**src/rtl/prog_loader.sv**
```systemverilog
// rtl/prog_loader.sv - host-to-CPU program loader with start/watchdog/halt sequencing
// Optional word checksum gate: define PROG_LOADER_CHECKSUM_EN.
module prog_loader #(
  parameter int          ADDR_W         = 10,
  parameter logic [31:0] BASE_ADDR      = 32'h0000_0000,
  parameter int          MAX_RUN_CYCLES = 100000
) (
  input  logic              clk,
  input  logic              reset,
  input  logic              load_req,
  input  logic [ADDR_W-1:0] load_len,
  input  logic              in_valid,
  input  logic [31:0]       in_data,
  output logic              in_ready,
  output logic              program_load,
  output logic [31:0]       instruction,
  output logic [31:0]       load_addr,
  output logic              start,
  output logic              halt,
  input  logic              halt_req,
  output logic              busy,
  output logic              done,
  output logic              timeout
`ifdef PROG_LOADER_CHECKSUM_EN
  ,
  input  logic [31:0]       exp_sum,
  output logic              sum_err
`endif
);

  localparam int RUN_W = $clog2(MAX_RUN_CYCLES + 1);
  localparam logic [RUN_W-1:0] RUN_LAST = RUN_W'(MAX_RUN_CYCLES - 1);

  typedef enum logic [2:0] {S_IDLE, S_LOAD, S_START, S_RUN, S_HALT} state_t;

  state_t            state, next_state;
  logic [ADDR_W-1:0] len_q;
  logic [ADDR_W-1:0] idx_q;
  logic              flush_q;
  logic              hold_halt_q;
  logic [RUN_W-1:0]  run_cnt;
  logic              xfer;
  logic              last_xfer;
  logic              accept;
  logic              sum_ok;

  // flush_q marks the cycle after the final word, where its program_load is presented
  assign xfer      = (state == S_LOAD) && !flush_q && in_valid;
  assign last_xfer = xfer && (idx_q == len_q - ADDR_W'(1));
  assign accept    = load_req && (load_len != '0) && ((state == S_IDLE) || (state == S_HALT));

  always_ff @(posedge clk) begin
    if (reset) state <= S_IDLE;
    else       state <= next_state;
  end

  always_comb begin
    next_state = state;
    in_ready   = 1'b0;
    start      = 1'b0;
    halt       = 1'b0;
    busy       = 1'b0;
    done       = 1'b0;
    case (state)
      S_IDLE: begin
        if (accept) next_state = S_LOAD;
      end
      S_LOAD: begin
        in_ready = !flush_q;
        busy     = 1'b1;
        halt     = hold_halt_q;
        if (flush_q) next_state = sum_ok ? S_START : S_HALT;
      end
      S_START: begin
        start      = 1'b1;
        busy       = 1'b1;
        next_state = S_RUN;
      end
      S_RUN: begin
        busy = 1'b1;
        if (halt_req || (run_cnt == RUN_LAST)) next_state = S_HALT;
      end
      S_HALT: begin
        halt = 1'b1;
        done = 1'b1;
        if (accept) next_state = S_LOAD;
      end
      default: next_state = S_IDLE;
    endcase
  end

  always_ff @(posedge clk) begin
    if (reset) begin
      len_q        <= '0;
      idx_q        <= '0;
      flush_q      <= 1'b0;
      hold_halt_q  <= 1'b0;
      run_cnt      <= '0;
      timeout      <= 1'b0;
      program_load <= 1'b0;
      instruction  <= '0;
      load_addr    <= '0;
    end else begin
      program_load <= xfer;
      if (xfer) begin
        instruction <= in_data;
        load_addr   <= BASE_ADDR + {{(32-ADDR_W-2){1'b0}}, idx_q, 2'b00};
        idx_q       <= idx_q + ADDR_W'(1);
        if (last_xfer) flush_q <= 1'b1;
      end
      if (accept) begin
        len_q       <= load_len;
        idx_q       <= '0;
        flush_q     <= 1'b0;
        timeout     <= 1'b0;
        run_cnt     <= '0;
        hold_halt_q <= (state == S_HALT);
      end
      // run_cnt is 0 in the START cycle, so the watchdog counts from the start pulse
      if (((state == S_START) || (state == S_RUN)) && (run_cnt != RUN_LAST))
        run_cnt <= run_cnt + RUN_W'(1);
      if ((state == S_RUN) && !halt_req && (run_cnt == RUN_LAST))
        timeout <= 1'b1;
    end
  end

`ifdef PROG_LOADER_CHECKSUM_EN
  logic [31:0] sum_q;
  logic [31:0] exp_q;

  assign sum_ok = (sum_q == exp_q);

  always_ff @(posedge clk) begin
    if (reset) begin
      sum_q   <= '0;
      exp_q   <= '0;
      sum_err <= 1'b0;
    end else begin
      if (xfer) sum_q <= sum_q + in_data;
      if ((state == S_LOAD) && flush_q && !sum_ok) sum_err <= 1'b1;
      if (accept) begin
        sum_q   <= '0;
        exp_q   <= exp_sum;
        sum_err <= 1'b0;
      end
    end
  end
`else
  assign sum_ok = 1'b1;
`endif

endmodule

```
**config.mk**
```make
export PLATFORM = sky130hd
export DESIGN_NAME = prog_loader
export DESIGN_NICKNAME = d
export VERILOG_FILES = /design/src/rtl/prog_loader.sv
export SDC_FILE = /design/constraint.sdc
export NUM_CORES = 1
export LEC_CHECK = 0
export ABC_AREA = 1
export CAP_MARGIN = 40
export CORE_UTILIZATION = 45
export CTS_BUF_LIST = sky130_fd_sc_hd__clkbuf_2
export CTS_CLUSTER_SIZE = 40
export DETAILED_ROUTE_END_ITERATION = 12
export PLACE_DENSITY_LB_ADDON = 0.2
export SYNTH_ARGS = -nofsm -noshare
export SYNTH_HDL_FRONTEND = slang
export SYNTH_SLANG_ARGS = --single-unit
```
**constraint.sdc**
```tcl
create_clock -name clk -period 1.8 [get_ports clk]
set_input_delay 0.36 -clock clk [delete_from_list [all_inputs] [get_ports clk]]
set_output_delay 0.36 -clock clk [all_outputs]
set_load 0.03 [all_outputs]
```
==> flow_metrics.tcl <==
set metrics [dict create \
    finalClockSkew_ns 0.0315 \
    slew_headroom_pct 65.1 \
    wire_per_inst_um 12.6 \
    fill_cells 818 \
    ys_types 40 \
    finalPower_mw 6.00 \
    async_flop_share_pct 0 \
    synth.cell_area_mm2 0.00418 \
    setup_viol 1 \
    clockBufferDepth 2 \
    outcome "finished, violations left" \
    yosys_warnings 0 \
    final_layout_size_suffix_gt1_share_pct 13.0 \
    rsz0062_at_grt "true" \
    fin_crit_ns 1.85 \
    antennaDiodeCount 0 \
    routed_wl_mm 10.4 \
    cts_tree "built" \
    finalCritPeriodShare_pct 103 \
    final_cell_mix "nand2_1, dfxtp_1, a21oi_1, nor2_1" \
    max_freq_mhz 540 \
    clk_latency_ns 0.54 \
    ff2ff_setup_slack_ns 0.04 \
    yosys.area.top_type_share_pct 41.2 \
    p_leak_nw 2.32 \
    grt_pass1_vias 3808 \
    ios 118 \
    utilization_pct 61.5 \
    cap_viol_max_count 0 \
    synth_cells 598 \
    core_area_mm2 0.00885 \
    placed_cells 796 \
    hold_path_class "in2reg" \
    grt_start_max_net_pins 50 \
    synth.area.top_cells "dfxtp_1, nand2_1, a21oi_1, nor2_1, buf_4" \
    finalNonFillerCells 822 \
    yosysSeqAreaShare_pct 41.2 \
    clkTransAtPathRegs_ns 0.27 \
    grt_util_all_layers_pct 21.9 \
    endpoint_kind "output pin" \
    synth_ff_type "dfxtp_1" \
    grt_overflow_total 0 \
    avgSynthCellArea_um2 6.99 \
    required_ns 1.44 \
    finalHoldViolations 0 \
    io_buffer_count 95 \
    num_vias 4073 \
    cts_buffers 9 \
    h-tree-depth 3 \
    hold_slack_ns 0.258 \
    drt-initial-drc-count 177 \
    vdd_drop_max_mv 0.541 \
    final_common_cell "nand2_1" \
    die_width_um 98.4 \
    grt_antenna_before_repair 0 \
    power_density_mw_per_mm2 1100 \
    initial_utilization_pct 47.2 \
    clockRootBuffer "clkbuf_2" \
    critPathKind "reg2out" \
    area_delta_synth_final_pct 30.3 \
    postCtsHoldBufs 0 \
    worst-path-max-fanout 4 \
    ys_ff_latch 86 \
    dr_wl_met2_mm 4.83 \
    synth_edf_count 0 \
    dr.max_layer_used "met4" \
    place.gp.congestion 0.914 \
    crit_path_start_kind "register" \
    drt-pass1-iter-count 6 \
    fin_nets 759 \
    drc 0 \
    yosysTopAreaCell "dfxtp_1" \
    antenna_left 0 \
    die-area_mm2 0.00968 \
    via_per_inst 4.95 \
    wl_met1_mm 4.80 \
    rows 34 \
    clock-sinks 86 \
    violations "setup timing" \
    die_h_um 98.4 \
    hpwl_mm 7.32 \
    wl_met3_um 576 \
    worstMarginPinSlew_ns 0.523 \
    slew_viol_final 0 \
    fin_ws_ns -0.0517 \
    cp.arrival_ns 1.49 \
    grt_pass1_wl_mm 17.3 \
]
stage by stage:
step | TNS, ns | cell area [µm²] | worst slack, ns
after floorplan | 0 | 4260 | 0.271
after global placement | -1.14 | 5200 | -0.141
after detailed placement | -1.40 | 5200 | -0.108
after CTS | -0.210 | 5330 | -0.108
after global routing | -0.369 | 5450 | -0.130
final | -0.0517 | 5450 | -0.0517
registers in the layout (all words and copies together), names as in the netlist:
signal	flops
instruction	32
run_cnt	17
idx_q	10
len_q	10
load_addr	10
state	3
flush_q	1
hold_halt_q	1
program_load	1
timeout	1
timing repair:
item | in CTS | in global routing
gates resized for setup | 78 | 24
setup endpoints to repair | 49 | 32
setup buffers | 3 | 6
gates cloned | 0 | 1
pin swaps | 2 | 5
area by class of cell:
cell class	count	area, µm²	share of cell area [%]
clock inverter	7	77.6	1.42
clock buffer	9	45.0	0.827
inverter	52	208	3.81
timing repair buffer	123	1120	20.7
tap	108	135	2.48
multi-input combinational	437	2120	38.9
sequential	86	1740	31.9
power by group:
| group | switching, mW | leakage, nW | internal [mW] |
|---|---|---|---|
| sequential | 0.164 | 0.701 | 2.16 |
| combinational | 1.65 | 1.54 | 0.959 |
| clock | 0.729 | 0.0733 | 0.337 |
per-layer routing:
layer | global-route usage, % | up-vias
met3 | 4.87 | 16
met5 | 0 | -
met1 | 28.0 | 1849
met2 | 36.8 | 105
li1 | - | 2103
met4 | 7.23 | 0
worst max-delay path, cell delays in order, from the launching register on:
cell	delay (ns)
dfxtp_4	0.42
nor2_4	0.11
buf_6	0.11
inv_4	0.03
o22ai_2	0.15
buf_6	0.15
Yosys cell counts (2+ instances only):
cell type,number
nand2_1,174
dfxtp_1,86
a21oi_1,75
nor2_1,51
inv_1,47
nand3_1,33
o21ai_0,28
buf_4,24
nor3_1,10
clkbuf_1,8
buf_2,7
nand4_1,6
buf_1,4
nand3_2,4
ha_1,3
inv_2,3
xnor2_1,3
xor2_1,3
a21oi_2,2
buf_8,2
nand2_4,2
nor2_2,2
nor2_4,2
nor3_2,2
or2_2,2
worst paths after layout:
path,end,startpoint,depth (start not counted)
setup / recovery,halt,state[1],5
hold / removal,run_cnt[11],reset,5
setup reg to reg,run_cnt[1],run_cnt[0],10
hold reg to reg,load_addr[9],load_addr[9],2
cell families after synthesis:
group                      share of synthesized area, %
buffers and inverters                              11.9
and+or+nand+nor                                    31.1
xor gates and xnor gates                           1.26
adders and majority gates                         0.898
AOI/OAI and AO/OA                                  13.6
other                                            0.0897
DFF                                                41.2
Note: power is estimated with default switching activity, not from simulation.
